### src/rtl/simcomp_param.sv
`default_nettype none
// ============================================================================
//  Module   : simcomp_param
//  Brief    : Parametrised fetch/decode/execute accumulator core with flags,
//             halt/resume control and a program-load port.
//  Revision : 1.0
// ============================================================================
module simcomp_param #(
    parameter int DATA_W   = 16,
    parameter int ADDR_W   = 6,
    parameter int RESET_PC = 10
) (
    input  logic              clock,
    input  logic              reset,
    input  logic              prog_we,
    input  logic [ADDR_W-1:0] prog_addr,
    input  logic [DATA_W-1:0] prog_data,
    input  logic              resume,
    output logic [ADDR_W-1:0] PC,
    output logic [DATA_W-1:0] IR,
    output logic [DATA_W-1:0] MBR,
    output logic [DATA_W-1:0] AC,
    output logic [ADDR_W-1:0] MAR,
    output logic              halted,
    output logic              zero,
    output logic              carry
);

    typedef enum logic [2:0] {
        S_FETCH  = 3'd0,
        S_DECODE = 3'd1,
        S_OPER   = 3'd2,
        S_EXEC   = 3'd3,
        S_WB     = 3'd4,
        S_HALT   = 3'd5
    } state_t;

    localparam logic [3:0] c_OP_AND   = 4'h1;
    localparam logic [3:0] c_OP_LOADI = 4'h2;
    localparam logic [3:0] c_OP_LOAD  = 4'h3;
    localparam logic [3:0] c_OP_SUB   = 4'h5;
    localparam logic [3:0] c_OP_ADD   = 4'h7;
    localparam logic [3:0] c_OP_JMP   = 4'h8;
    localparam logic [3:0] c_OP_JZ    = 4'h9;
    localparam logic [3:0] c_OP_STORE = 4'hB;
    localparam logic [3:0] c_OP_HALT  = 4'hF;

    localparam logic [ADDR_W-1:0] c_RESET_PC = RESET_PC[ADDR_W-1:0];

    state_t            r_state;
    logic [ADDR_W-1:0] r_pc;
    logic [DATA_W-1:0] r_ir;
    logic [DATA_W-1:0] r_mbr;
    logic [DATA_W-1:0] r_ac;
    logic [ADDR_W-1:0] r_mar;
    logic              r_halted;
    logic              r_zero;
    logic              r_carry;
    logic [DATA_W-1:0] r_mem [0:(1<<ADDR_W)-1];

    logic [3:0]        w_opcode;
    logic [ADDR_W-1:0] w_operand;
    logic [DATA_W-1:0] w_operand_ext;
    logic [DATA_W:0]   w_sum;
    logic [DATA_W-1:0] w_diff;
    logic [DATA_W-1:0] w_and;
    logic              w_borrow;
    logic              w_store_wb;
    logic              w_prog_ok;

    assign w_opcode      = r_ir[DATA_W-1 -: 4];
    assign w_operand     = r_ir[ADDR_W-1:0];
    assign w_operand_ext = {{(DATA_W-ADDR_W){1'b0}}, w_operand};
    assign w_sum         = {1'b0, r_ac} + {1'b0, r_mbr};
    assign w_diff        = r_ac - r_mbr;
    assign w_and         = r_ac & r_mbr;
    assign w_borrow      = (r_ac < r_mbr);
    // Reset aborts a STORE sitting in write-back.
    assign w_store_wb    = !reset && (r_state == S_WB) && (w_opcode == c_OP_STORE);
    assign w_prog_ok     = prog_we && (reset || (r_state == S_HALT));

    always_ff @(posedge clock) begin
        if (w_prog_ok) begin
            r_mem[prog_addr] <= prog_data;
        end else if (w_store_wb) begin
            r_mem[r_mar] <= r_mbr;
        end
    end

    always_ff @(posedge clock) begin
        if (reset) begin
            r_state  <= S_FETCH;
            r_pc     <= c_RESET_PC;
            r_ir     <= '0;
            r_mbr    <= '0;
            r_ac     <= '0;
            r_mar    <= '0;
            r_halted <= 1'b0;
            r_zero   <= 1'b1;
            r_carry  <= 1'b0;
        end else begin
            case (r_state)
                S_FETCH: begin
                    r_mar   <= r_pc;
                    r_state <= S_DECODE;
                end
                S_DECODE: begin
                    r_ir    <= r_mem[r_mar];
                    r_pc    <= r_pc + 1'b1;
                    r_state <= S_OPER;
                end
                S_OPER: begin
                    r_mar <= w_operand;
                    case (w_opcode)
                        c_OP_JMP: begin
                            r_pc    <= w_operand;
                            r_state <= S_FETCH;
                        end
                        c_OP_JZ: begin
                            if (r_zero) begin
                                r_pc <= w_operand;
                            end
                            r_state <= S_FETCH;
                        end
                        c_OP_LOADI: begin
                            r_ac    <= w_operand_ext;
                            r_zero  <= (w_operand_ext == '0);
                            r_state <= S_FETCH;
                        end
                        c_OP_HALT: begin
                            r_halted <= 1'b1;
                            r_state  <= S_HALT;
                        end
                        c_OP_LOAD, c_OP_ADD, c_OP_SUB, c_OP_AND, c_OP_STORE: begin
                            r_state <= S_EXEC;
                        end
                        default: begin
                            r_state <= S_FETCH;
                        end
                    endcase
                end
                S_EXEC: begin
                    if (w_opcode == c_OP_STORE) begin
                        r_mbr <= r_ac;
                    end else begin
                        r_mbr <= r_mem[r_mar];
                    end
                    r_state <= S_WB;
                end
                S_WB: begin
                    case (w_opcode)
                        c_OP_LOAD: begin
                            r_ac   <= r_mbr;
                            r_zero <= (r_mbr == '0);
                        end
                        c_OP_ADD: begin
                            r_ac    <= w_sum[DATA_W-1:0];
                            r_carry <= w_sum[DATA_W];
                            r_zero  <= (w_sum[DATA_W-1:0] == '0);
                        end
                        c_OP_SUB: begin
                            r_ac    <= w_diff;
                            r_carry <= w_borrow;
                            r_zero  <= (w_diff == '0);
                        end
                        c_OP_AND: begin
                            r_ac   <= w_and;
                            r_zero <= (w_and == '0);
                        end
                        default: begin
                        end
                    endcase
                    r_state <= S_FETCH;
                end
                S_HALT: begin
                    // PC already points past the HALT, so resuming continues in sequence.
                    if (resume) begin
                        r_halted <= 1'b0;
                        r_state  <= S_FETCH;
                    end
                end
                default: begin
                    r_state <= S_FETCH;
                end
            endcase
        end
    end

    assign PC     = r_pc;
    assign IR     = r_ir;
    assign MBR    = r_mbr;
    assign AC     = r_ac;
    assign MAR    = r_mar;
    assign halted = r_halted;
    assign zero   = r_zero;
    assign carry  = r_carry;

endmodule
`default_nettype wire

### config.mk
export PLATFORM = sky130hd
export DESIGN_NAME = simcomp_param
export DESIGN_NICKNAME = d
export VERILOG_FILES = /design/src/rtl/simcomp_param.sv
export SDC_FILE = /design/constraint.sdc
export NUM_CORES = 1
export LEC_CHECK = 0
export ABC_AREA = 1
export ABC_CLOCK_PERIOD_IN_PS = 9400
export CAP_MARGIN = 20
export CORE_UTILIZATION = 50
export DETAILED_ROUTE_END_ITERATION = 8
export GPL_ROUTABILITY_DRIVEN = 0
export PLACE_DENSITY = 0.67
export SLEW_MARGIN = 20
export SYNTH_ARGS = -nofsm -noshare
export SYNTH_HDL_FRONTEND = slang
export SYNTH_SLANG_ARGS = --single-unit
### constraint.sdc
create_clock -name clock -period 9.4 [get_ports clock]
set_clock_uncertainty 0.2 [all_clocks]
set_input_delay 2.82 -clock clock [delete_from_list [all_inputs] [get_ports clock]]
set_output_delay 2.82 -clock clock [all_outputs]
set_load 0.05 [all_outputs]
==> results.txt, run 1 <==
DRC errors left: 0
syn_area_per_cell: 11.1 µm²
area of the core: 91900 µm²
I/O pin total: 89
DP Wirelength: 77.8 mm
status: finished, final reports clean
EDFF count, synth: 1024
area leader, netlist: edfxtp_1
Max transition margin: 0.272
H-tree levels: 3
worst vdd ir: 0.000174 V
Die Y: 307 µm
CTS Buffer Depth: 3
PwrDens: 218 nW/µm²
gr ovfl total: 0
Synth Flop Type: edfxtp_1
Total Nets Final: 4299
Num CTS Buffers: 110
Synth area leaders: edfxtp_1 66%, o21ai_0 6.4%, nand2_1 6.2%
Setup-failing EPs final: 0
Fmax: 168 MHz
Post-synth top cells: 1024 x edfxtp_1, 768 x nand2_1, 640 x nor2_1
worst skew pair latency: 710 ps
Post-CTS Setup Bufs: 0
Async SR Flop Fraction: 0
post-synth top area share: 0.661
sequential fraction of the synthesis area: 0.692
vias per std cell: 5.88
die width: 307 µm
Placement Rows: 111
actual slew at the worst max-slew pin: 1090 ps
syn_nets: 4251
vias in the first global route: 30542
HP Class: flop to flop
hold buffers post-CTS: 0
die area: 94200 µm²
Final Hold Viols: 0
minimum clock period after layout: 5950 ps
Starting Density: 0.506
layout cells sized above 1: 0.0781
CTS tree: yes
Design Power: 11.5 mW
arrival time worst endpoint: 6130 ps
WL final: 130 mm
Avg WL per Cell: 23.4 µm
Mapped Cells: 4189
Final period util: 0.633
DR vias: 32757
Crit Path Class: primary input to flop
antenna-violating nets left: 0
Slew Limit Fails: 0
Layout Utilization: 0.574
GRT Resource Usage Total: 0.273
Max-cap violations: 0
#FFs+latches synth: 1096
number of synthesis warnings: 0
critical path required time: 9580 ps
worst-path fanout max: 13
Sinks on Clock Net: 1096
Worst Setup Start Kind: primary input
global-route wire length before repair: 193 mm
RSZ-0062 raised after global routing: false
Initial DRC Count: 4081
synth unique cells: 45
Syn-to-layout area delta: 13.5%
initial antenna violation count: 2
DR pass1 iterations: 6
# port buffers: 88
crit end category: flop
post-cts gate resize count: 0
LEAKAGE: 18.6 nW
Setup TNS Final: 0 ps
cell with the most instances after synthesis: edfxtp_1
Cell Area, Synth: 46500 µm²
largest net degree at the start of global routing: 175
Clk pin slew, worst setup/hold paths: 60 ps
Root Driver: clkbuf_16
-- through the flow --
| stage | instances | hold slack [ps] | area [µm²] | worst slack, ps |
|---|---|---|---|---|
| after global routing | 5574 | 342 | 52800 | 3270 |
| after floorplan | 4189 | 391 | 46500 | 2370 |
| after global placement | 5360 | 304 | 48900 | 2680 |
| final | 5574 | 333 | 52800 | 3450 |
| after detailed placement | 5363 | 307 | 49000 | 2770 |
| after CTS | 5568 | 318 | 52700 | 3470 |
-- worst paths after layout --
| check | startpoint | endpoint | slack, ps | cells after the start |
|---|---|---|---|---|
| worst min register to register | halted$_SDFFE_PP0P_ | halted$_SDFFE_PP0P_ | 330 | 4 |
| worst max register to register | flop | MBR[12]$_SDFFE_PP0N_ | 4820 | 12 |
| worst max-delay path | reset | r_mem[6][14]$_DFFE_PP_ | 3450 | 8 |
| worst min-delay path | halted$_SDFFE_PP0P_ | halted$_SDFFE_PP0P_ | 330 | 4 |
-- routing by layer --
layer | GRT usage | up-vias | part of all wire
met2 | 0.428 | 1696 | 0.47
met3 | 0.0369 | 261 | 0.092
li1 | - | 15017 | -
met1 | 0.387 | 15781 | 0.40
met5 | 0 | - | 0.00010
met4 | 0.108 | 2 | 0.038
-- cell usage in the layout (no fill, tap or decap), types with 4 or more instances in the layout --
master,synthesis,routed
o221ai_1,8,8
o22ai_1,260,260
nor2_1,640,636
inv_2,5,4
inv_6,2,4
clkbuf_16,0,110
a21oi_1,67,67
nand2_1,768,767
buf_12,0,5
nor4_4,0,8
ha_1,34,34
inv_1,151,149
o21ai_4,3,18
buf_4,2,91
bufinv_16,0,12
nand3_1,188,188
o21ai_0,596,581
edfxtp_1,1024,1024
nor3_1,12,11
nor4_1,6,6
clkdlybuf4s50_1,0,88
clkinvlp_4,0,6
o21bai_1,5,5
dfxtp_1,72,68
clkinv_16,0,6
nor2_2,2,6
nand4_4,5,5
clkinv_2,0,26
clkinv_1,10,35
o211ai_1,22,22
nand4_1,13,13
clkbuf_1,191,15
nand2_2,6,7
-- state kept, by name, summed over array words and instances (netlist names), named ones only --
register,count
AC,16
IR,16
MAR,6
MBR,16
PC,6
carry,1
halted,1
r_mem,1024
r_state,3
zero,1
-- critical path, stage by stage --
cell and delay, ps:
clkdlybuf4s50_1 640, nor3_4 290, buf_4 310, inv_2 70
nand2_2 360, nand4_2 510, nor2_1 800, buf_4 300
-- cell type report --
type                       count  area, µm²
multi-input combinational   2669      12900
tap                         1243       1560
clock inverter                80        867
clock buffer                 125       2810
fill                        7526      39200
sequential                  1096      32200
antenna                        1       2.50
inverter                     169        662
timing repair buffer         191       1790
-- logic make-up (layout without fill, tap and decap cells) --
kind of cell / Yosys count / in the layout / synth area share
and+or+nand+nor: 1656 / 1656 / 0.145
DFF: 1096 / 1096 / 0.692
AOI/OAI and AO/OA: 973 / 973 / 0.115
buffers and inverters: 424 / 565 / 0.0360
adders and majority gates: 36 / 36 / 0.0100
xor gates and xnor gates: 4 / 4 / 0.000754
other: 0 / 1 / 0
-- power breakdown --
| part | internal, mW | total [mW] | switching [mW] | leakage (nW) |
|---|---|---|---|---|
| registers | 5.37 | 5.44 | 0.0720 | 9.79 |
| clock network | 2.50 | 4.41 | 1.91 | 1.78 |
| logic | 0.443 | 1.64 | 1.20 | 7.01 |
| total | 8.31 | 11.5 | 3.18 | 18.6 |
Note: power is estimated with default switching activity, not from simulation.
==> run 2, diff against run 1 <==
--- a/config.mk
+++ b/config.mk
@@ -6,12 +6,12 @@
 export NUM_CORES = 1
 export LEC_CHECK = 0
 export ABC_AREA = 1
-export ABC_CLOCK_PERIOD_IN_PS = 9400
+export ABC_CLOCK_PERIOD_IN_PS = 5200
 export CAP_MARGIN = 20
 export CORE_UTILIZATION = 50
 export DETAILED_ROUTE_END_ITERATION = 8
 export GPL_ROUTABILITY_DRIVEN = 0
-export PLACE_DENSITY = 0.67
+export PLACE_DENSITY = 0.7
 export SLEW_MARGIN = 20
 export SYNTH_ARGS = -nofsm -noshare
 export SYNTH_HDL_FRONTEND = slang
==> constraint.sdc (replaced) <==
create_clock -name clock -period 5.2 [get_ports clock]
set_clock_uncertainty 0.2 [all_clocks]
set_input_delay 1.56 -clock clock [delete_from_list [all_inputs] [get_ports clock]]
set_output_delay 1.56 -clock clock [all_outputs]
set_load 0.05 [all_outputs]
==> run 2 against run 1 <==
Flip-flop and latch count stayed put; via count is 1.5% higher; non-clock buffer count is 16 higher; power up 77%; global-route usage grew 0.14 points; worst hold slack improved by 15 ps; core utilization down 0.17 points; critical path type unchanged; largest power group unchanged.
==> results.txt, run 2 (synthesis gave the netlist of run 1 again) <==
H-tree levels: 3
status: finished, final reports clean
Largest Register: r_mem
Slew Limit Fails: 0
largest net degree at the start of global routing: 256
worst skew pair latency: 680 ps
Total Nets Final: 4312
setup slack after layout: 1020 ps
# port buffers: 88
vias per std cell: 5.96
FF-to-FF setup slack: 1180 ps
gr ovfl total: 0
Max-cap violations: 0
Clock Power Share: 0.369
CTS tree: yes
Layout Utilization: 0.572
Fmax: 239 MHz
area of the core: 91900 µm²
LEAKAGE: 18.6 nW
Final Instance Count excl. Fillers: 5581
Final period util: 0.804
antenna-violating nets left: 0
register area: 32200 µm²
crit end category: flop
Syn-to-layout area delta: 13.2%
actual slew at the worst max-slew pin: 1120 ps
pre-CTS setup slack: 382 ps
DP Cell Count: 5384
Final Hold Viols: 0
PwrDens: 386 nW/µm²
Sinks on Clock Net: 1096
DR pass1 iterations: 6
Initial DRC Count: 4629
Setup-failing EPs final: 0
Comb power frac: 0.147
Num CTS Buffers: 107
Worst R2R Start: IR[13]$_SDFFE_PP0P_
arrival time worst endpoint: 4330 ps
DP Wirelength: 76.5 mm
critical path required time: 5350 ps
Post-CTS Setup Bufs: 0
WL final: 130 mm
layout cells sized above 1: 0.0784
minimum clock period after layout: 4180 ps
Max transition margin: 0.256
max reg flops: 1024
worst vdd ir: 0.000290 V
Switching Share: 0.273
Avg WL per Cell: 23.3 µm
die area: 94200 µm²
RSZ-0062 raised after global routing: false
fill count: 7494
Die Y: 307 µm
CP max stage delay: 540 ps
Root Driver: clkbuf_16
Starting Density: 0.506
vias in the first global route: 30889
Placement Rows: 111
global-route wire length before repair: 193 mm
DRC errors left: 0
I/O pin total: 89
DR vias: 33264
net switching power: 5.54 mW
CP cell instances: clkdlybuf4s50_1 -> buf_4 -> o21ai_0 -> nand2_2 -> nand4_2 -> nor2_1 -> buf_4
CTS Buffer Depth: 3
Seq pwr share: 0.484
Worst Setup Start Kind: primary input
Crit Path Class: primary input to flop
most common cell after layout, fill and taps aside: edfxtp_1
critical path endpoint: r_mem[14][1]$_DFFE_PP_
post-cts gate resize count: 0
hold buffers post-CTS: 0
die width: 307 µm
HP Class: flop to flop
CP most frequent cell: buf_4
most frequent cells in the layout: 1024 x edfxtp_1, 767 x nand2_1, 640 x nor2_1
hold slack: 349 ps
Slowest-stage cell, CP: clkdlybuf4s50_1
capture point of the worst reg-to-reg path: r_mem[14][1]$_DFFE_PP_
Setup crit start: reset
worst-path fanout max: 34
Clk pin slew, worst setup/hold paths: 60 ps
Pint: 14.8 mW
GRT Resource Usage Total: 0.274
initial antenna violation count: 1
Min-Delay Path Depth: 4
area of the multi-input gates: 12900 µm²
Reg2Reg Depth: 10
run 2: worst min-delay path by stage:
stage,start,to,slack [ps]
finish,halted$_SDFFE_PP0P_,halted$_SDFFE_PP0P_,350
global route,halted$_SDFFE_PP0P_,halted$_SDFFE_PP0P_,370
CTS,halted$_SDFFE_PP0P_,halted$_SDFFE_PP0P_,340
detailed placement,halted$_SDFFE_PP0P_,halted$_SDFFE_PP0P_,330
global placement,halted$_SDFFE_PP0P_,halted$_SDFFE_PP0P_,330
floorplan,r_state[0]$_SDFFE_PP0P_,AC[5]$_SDFFE_PP0P_,390
run 2: through the flow:
| stage | TNS, ps | instance area, µm² | total power [mW] |
|---|---|---|---|
| detailed placement | 0 | 49200 | 12.9 |
| global placement | 0 | 49200 | 12.9 |
| finish | 0 | 52600 | 20.3 |
| global route | 0 | 52600 | 20.9 |
| CTS | 0 | 52600 | 20.3 |
| floorplan | -472840 | 46500 | 11.9 |
run 2: final cells by class:
| type | instances | area share |
|---|---|---|
| sequential | 1096 | 0.612 |
| multi-input combinational | 2669 | 0.245 |
| clock buffer | 137 | 0.0550 |
| timing repair buffer | 207 | 0.0368 |
| tap | 1243 | 0.0296 |
| inverter | 169 | 0.0126 |
| clock inverter | 59 | 0.00930 |
| antenna | 1 | 0.0000476 |
run 2: critical path, delay by kind of cell:
family | cells | cell delay, ps
AO/OA/AOI/OAI | 1 | 180
AND/OR/NAND/NOR | 3 | 1290
buffers and inverters | 3 | 1250
run 2: power by group through the flow:
stage | sequential [mW] | combinational, mW | clock, mW
2_1_floorplan | 10.1 | 1.79 | 0
6_report | 9.82 | 2.97 | 7.49
3_5_place_dp | 10.0 | 2.90 | 0
3_3_place_gp | 10.0 | 2.87 | 0
5_1_grt | 9.82 | 3.23 | 7.87
4_1_cts | 9.82 | 2.91 | 7.54
run 2: metal layers:
| layer | part of all wire | GRT usage |
|---|---|---|
| met1 | 0.40 | 0.387 |
| met4 | 0.040 | 0.114 |
| met5 | 0 | 0 |
| met3 | 0.11 | 0.0506 |
| met2 | 0.45 | 0.419 |
